File: config.mk
export PLATFORM = sky130hd
export DESIGN_NAME = fifo_uart_tx
export DESIGN_NICKNAME = d
export VERILOG_FILES = /design/src/rtl/fifo_uart_pkg.sv /design/src/rtl/fifo_uart_tx_baud.sv /design/src/rtl/fifo_uart_tx.sv
export SDC_FILE = /design/constraint.sdc
export NUM_CORES = 1
export LEC_CHECK = 0
export CAP_MARGIN = 20
export CORE_MARGIN = 3
export CORE_UTILIZATION = 45
export DETAILED_ROUTE_END_ITERATION = 7
export PLACE_DENSITY = 0.69
export SYNTH_ARGS = -nofsm -noshare
export SYNTH_HDL_FRONTEND = slang
export SYNTH_HIERARCHICAL = 1
export SYNTH_SLANG_ARGS = --single-unit
File: constraint.sdc
create_clock -name clk -period 1.93 [get_ports clk]
set_input_delay 0.4825 -clock clk [delete_from_list [all_inputs] [get_ports clk]]
set_output_delay 0.4825 -clock clk [all_outputs]
set_load 0.1 [all_outputs]
File: src/rtl/fifo_uart_pkg.sv
// Shared types and defaults for the FIFO-fed UART transmitter.
// Latency: n/a (types, constants and a width helper only).
// Backpressure: n/a.
package fifo_uart_pkg;

    localparam int CLKS_PER_BIT_DEF = 16;
    localparam int DATA_W_DEF       = 8;

    function automatic int baud_cnt_w(input int clks_per_bit);
        return (clks_per_bit > 1) ? $clog2(clks_per_bit) : 1;
    endfunction

    localparam int BAUD_CNT_W_DEF = baud_cnt_w(CLKS_PER_BIT_DEF);

    typedef enum logic [2:0] {
        ST_IDLE,
        ST_LOAD,
        ST_START,
        ST_DATA,
`ifdef UART_TX_PARITY_EN
        ST_PARITY,
`endif
        ST_STOP
    } tx_state_t;

endpackage

File: src/rtl/fifo_uart_tx_baud.sv
// Bit-period counter for the UART transmitter; bit_end ticks on the last cycle of each bit.
// Latency: bit_end is combinational from the counter, CLKS_PER_BIT cycles after clear/enable.
// Backpressure: none; counts only while en is high.
module uart_baud_gen
    import fifo_uart_pkg::*;
#(
    parameter int CLKS_PER_BIT = CLKS_PER_BIT_DEF
) (
    input  logic clk,
    input  logic rst_n,
    input  logic clr,
    input  logic en,
    output logic bit_end
);

    localparam int CNT_W = baud_cnt_w(CLKS_PER_BIT);
    localparam logic [CNT_W-1:0] CNT_MAX = CNT_W'(CLKS_PER_BIT - 1);

    logic [CNT_W-1:0] cnt;

    always_ff @(posedge clk) begin
        if (!rst_n || clr) begin
            cnt <= '0;
        end else if (en) begin
            cnt <= (cnt == CNT_MAX) ? '0 : cnt + CNT_W'(1);
        end
    end

    assign bit_end = en && (cnt == CNT_MAX);

endmodule

File: src/rtl/fifo_uart_tx.sv
// Pulls bytes from a synchronous FIFO and serialises them 8N1 (even parity with UART_TX_PARITY_EN).
// Latency: first start-bit cycle on tx two cycles after fifo_rd; frame_done on return to IDLE.
// Backpressure: reads only from IDLE when tx_en=1 and the FIFO is non-empty; one read per frame.
module fifo_uart_tx
    import fifo_uart_pkg::*;
#(
    parameter int CLKS_PER_BIT = CLKS_PER_BIT_DEF,
    parameter int DATA_W       = DATA_W_DEF
) (
    input  logic              clk,
    input  logic              rst_n,
    input  logic              tx_en,
    input  logic              fifo_empty,
    input  logic [DATA_W-1:0] fifo_data,
    output logic              fifo_rd,
    output logic              tx,
    output logic              busy,
    output logic              frame_done
);

    localparam int IDX_W = (DATA_W > 1) ? $clog2(DATA_W) : 1;
    localparam logic [IDX_W-1:0] IDX_LAST = IDX_W'(DATA_W - 1);

    tx_state_t         state;
    tx_state_t         state_nxt;
    logic [DATA_W-1:0] shreg;
    logic [DATA_W-1:0] shreg_nxt;
    logic [IDX_W-1:0]  bit_idx;
    logic              bit_end;
    logic              baud_en;
    logic              tx_nxt;
`ifdef UART_TX_PARITY_EN
    logic              par_q;
`endif

    assign baud_en = (state != ST_IDLE) && (state != ST_LOAD);

    // Counter restarts on the read cycle so START begins at count 0.
    uart_baud_gen #(
        .CLKS_PER_BIT(CLKS_PER_BIT)
    ) u_baud (
        .clk     (clk),
        .rst_n   (rst_n),
        .clr     (fifo_rd),
        .en      (baud_en),
        .bit_end (bit_end)
    );

    always_ff @(posedge clk) begin
        if (!rst_n) begin
            state <= ST_IDLE;
        end else begin
            state <= state_nxt;
        end
    end

    always_comb begin
        state_nxt = state;
        case (state)
            ST_IDLE:  if (tx_en && !fifo_empty) state_nxt = ST_LOAD;
            ST_LOAD:  state_nxt = ST_START;
            ST_START: if (bit_end) state_nxt = ST_DATA;
`ifdef UART_TX_PARITY_EN
            ST_DATA:   if (bit_end && bit_idx == IDX_LAST) state_nxt = ST_PARITY;
            ST_PARITY: if (bit_end) state_nxt = ST_STOP;
`else
            ST_DATA:  if (bit_end && bit_idx == IDX_LAST) state_nxt = ST_STOP;
`endif
            ST_STOP:  if (bit_end) state_nxt = ST_IDLE;
            default:  state_nxt = ST_IDLE;
        endcase
    end

    // tx is registered from the value the next state will present, keeping the line glitch-free.
    always_comb begin
        fifo_rd   = rst_n && (state == ST_IDLE) && tx_en && !fifo_empty;
        busy      = (state != ST_IDLE) || fifo_rd;
        shreg_nxt = shreg;
        if (state == ST_LOAD) begin
            shreg_nxt = fifo_data;
        end else if (state == ST_DATA && bit_end) begin
            shreg_nxt = shreg >> 1;
        end
        tx_nxt = 1'b1;
        case (state_nxt)
            ST_START:  tx_nxt = 1'b0;
            ST_DATA:   tx_nxt = shreg_nxt[0];
`ifdef UART_TX_PARITY_EN
            ST_PARITY: tx_nxt = par_q;
`endif
            default:   tx_nxt = 1'b1;
        endcase
    end

    always_ff @(posedge clk) begin
        if (!rst_n) begin
            tx         <= 1'b1;
            shreg      <= '0;
            bit_idx    <= '0;
            frame_done <= 1'b0;
        end else begin
            tx         <= tx_nxt;
            shreg      <= shreg_nxt;
            frame_done <= (state == ST_STOP) && bit_end;
            if (state == ST_LOAD) begin
                bit_idx <= '0;
            end else if (state == ST_DATA && bit_end) begin
                bit_idx <= bit_idx + IDX_W'(1);
            end
        end
    end

`ifdef UART_TX_PARITY_EN
    always_ff @(posedge clk) begin
        if (!rst_n) begin
            par_q <= 1'b0;
        end else if (state == ST_LOAD) begin
            par_q <= ^fifo_data;
        end
    end
`endif

endmodule

==> flow_metrics.tcl <==
set metrics [dict create \
    status "completed" \
    final-seq-area_um2 405 \
    cts_tree "done" \
    fin_util_pct 64.3 \
    routed_wl_um 2110 \
    required_ns 1.45 \
    row_count 16 \
    io_pins 16 \
    dieArea_um2 2880 \
    worstMarginPinSlew_ns 0.320 \
    viasPerCell 5.58 \
    relSlewSlack_pct 78.7 \
    ys_async_sr_fraction_pct 0 \
    synth_edf_count 0 \
    cts_buffers 3 \
    synthCells 106 \
    ant_nets 0 \
    synth-simple-area-share_pct 31.9 \
    fin_ws_ns 0.0520 \
    clock-sinks 20 \
    synth_top_family_by_area "simple AND/OR/NAND/NOR gates" \
    hpwlAfterDp_um 1490 \
    fmax_mhz 532 \
    clk_pin_slew_worst_paths_ns 0.11 \
    ys_top_cells_by_count "dfxtp_1, nand2_1, nand3_1, a21boi_1, nor2_1" \
    cts_hold_buf 0 \
    drive_above_1_share_pct 25.8 \
    p_switching_mw 0.217 \
    drc 0 \
    rsz0062_at_grt "true" \
    swShare_pct 26.2 \
    drv_slew 0 \
    clock-skew-final_ns 0.00292 \
    worstSetupEndpointType "output port" \
    portBuffers 15 \
    htreeDepth 1 \
    multi_input_area_um2 582 \
    antenna_found_initial 0 \
    drt-initial-drc-count 21 \
    synth_mux_area_share_pct 0.979 \
    fp.dieH_um 53.7 \
    syn_area_um2 1020 \
    die_x_um 53.7 \
    synth_top_area_share_pct 39.2 \
    yosysUniqueCellTypes 41 \
    grt_util_all_layers_pct 16.8 \
    cp_max_fo 3 \
    wire_per_inst_um 13.6 \
    ys.flop_type "dfxtp_1" \
    p_int_mw 0.614 \
    yosys.area_share.xor_xnor_pct 2.57 \
    synth_top_area_cell "dfxtp_1" \
    grt_pass1_wl_um 3480 \
    p_leak_nw 0.518 \
    syn-num-nets 121 \
    finalSetupTns_ns 0 \
    area.growth.synth_to_final_pct 29.7 \
    overflow 0 \
    total_power_mw 0.831 \
    vdd_drop_max_uv 453 \
    critical_path_class "primary input to output port" \
    cts_buffer_depth 2 \
    routabilityCongestion 0.758 \
    critPathArrivalTime_ns 1.40 \
    setup-violations-final 0 \
    fin_cells 155 \
    numPlacedInstances 149 \
    p_comb_share_pct 19.0 \
    yosysSeqAreaShare_pct 39.2 \
    diodes 0 \
    yosys_warnings 6 \
    via_count 865 \
    ys_seq_elements 20 \
    syn_area_per_cell_um2 9.64 \
    start_util_pct 49.6 \
    power_frac_seq_pct 51.8 \
    grt_max_degree 15 \
    p_clk_share_pct 29.2 \
    maxCapViolCount 0 \
    synth_fa_ha_area_share_pct 3.67 \
    r2r_slack_ns 0.13 \
    cts-root-buf "clkbuf_4" \
    hold_violations 0 \
    min_period_ns 1.88 \
    dpl_worst_slack_ns -0.191 \
    ys_top_cells_by_area "dfxtp_1, a21boi_1, nand3_1" \
    fin_crit_sh_pct 97.3 \
    critical_path.startpoint_type "primary input" \
    hold_class "register to register" \
    grt_pass1_vias 817 \
    clock_latency_ns 0.30 \
    synth.most_common_cell "dfxtp_1" \
    synth_compound_area_share_pct 16.0 \
    nets 144 \
    power_density_nw_per_um2 627 \
    nFillCells 167 \
    drt-pass1-iter-count 4 \
    core_um2 2060 \
]
sequential cells by signal, summed over array words and instances (netlist names):
register,cells
bit_idx,3
frame_done,1
shreg,8
state,3
tx,1
u_baud/cnt,4
layer usage:
| metal | routed length (um) | global-route usage [%] | vias to the layer above |
|---|---|---|---|
| li1 | - | - | 432 |
| met1 | 938 | 18.6 | 417 |
| met2 | 1090 | 30.4 | 14 |
| met3 | 75 | 3.32 | 2 |
| met4 | 10 | 7.66 | 0 |
| met5 | 0 | 0 | - |
repair_timing:
item,4_1_cts,5_1_grt
setup endpoints to repair,2,2
cloned,0,0
resized for setup,4,3
pin swaps,0,1
setup buffers,1,1
power by group through the flow:
| stage | Combinational (mW) | Sequential (mW) | Clock, mW |
|---|---|---|---|
| floorplan | 0.0849 | 0.448 | 0 |
| global placement | 0.151 | 0.440 | 0 |
| detailed placement | 0.155 | 0.440 | 0 |
| CTS | 0.155 | 0.431 | 0.254 |
| global route | 0.168 | 0.432 | 0.265 |
| finish | 0.158 | 0.430 | 0.243 |
final timing paths:
kind                endpoint  cells past startpoint       start
setup / recovery        busy                      5  fifo_empty
setup reg to reg          tx                      7    state[2]
hold / removal    bit_idx[2]                      2  bit_idx[2]
hold reg to reg   bit_idx[2]                      2  bit_idx[2]
per-stage QoR:
stage / hold slack, ns / area [um2]
floorplan: 0.439 / 1040
global placement: 0.448 / 1270
global route: 0.509 / 1330
CTS: 0.472 / 1310
finish: 0.470 / 1330
detailed placement: 0.455 / 1270
cells in the final DEF (no fill, tap or decap), types with 2 or more instances in the layout:
master           instances
nand4_1                  2
buf_4                    9
nor2_1                   7
a22oi_1                  6
buf_12                   4
clkbuf_4                 3
dfxtp_1                 18
xor2_1                   2
nand2b_1                 2
a21oi_1                  3
nand2_1                  9
and2b_2                  2
nand3_1                  9
dlygate4sd2_1            3
clkdlybuf4s50_1          8
a21boi_1                 7
ha_1                     3
cells by family (layout without fill, tap and decap cells):
family	Yosys count	count (layout)
buffers and inverters	7	29
XOR/XNOR	3	3
AND/OR/NAND/NOR	50	50
flip-flops	20	20
adder cells (fa/ha/maj)	3	3
AO/OA/AOI/OAI	22	22
multiplexers	1	1
area by class of cell:
class | count | area share, %
clock buffers | 4 | 2.74
repair buffers | 25 | 20.3
well taps | 27 | 2.55
multi-input cells | 79 | 43.9
flip-flops and latches | 20 | 30.6
worst max-delay path: stages:
cell and delay [ns]:
dlygate4sd2_1 0.22, and2b_2 0.21, and3_4 0.18, nand2b_4 0.13, buf_12 0.17
Note: power is estimated with default switching activity, not from simulation.
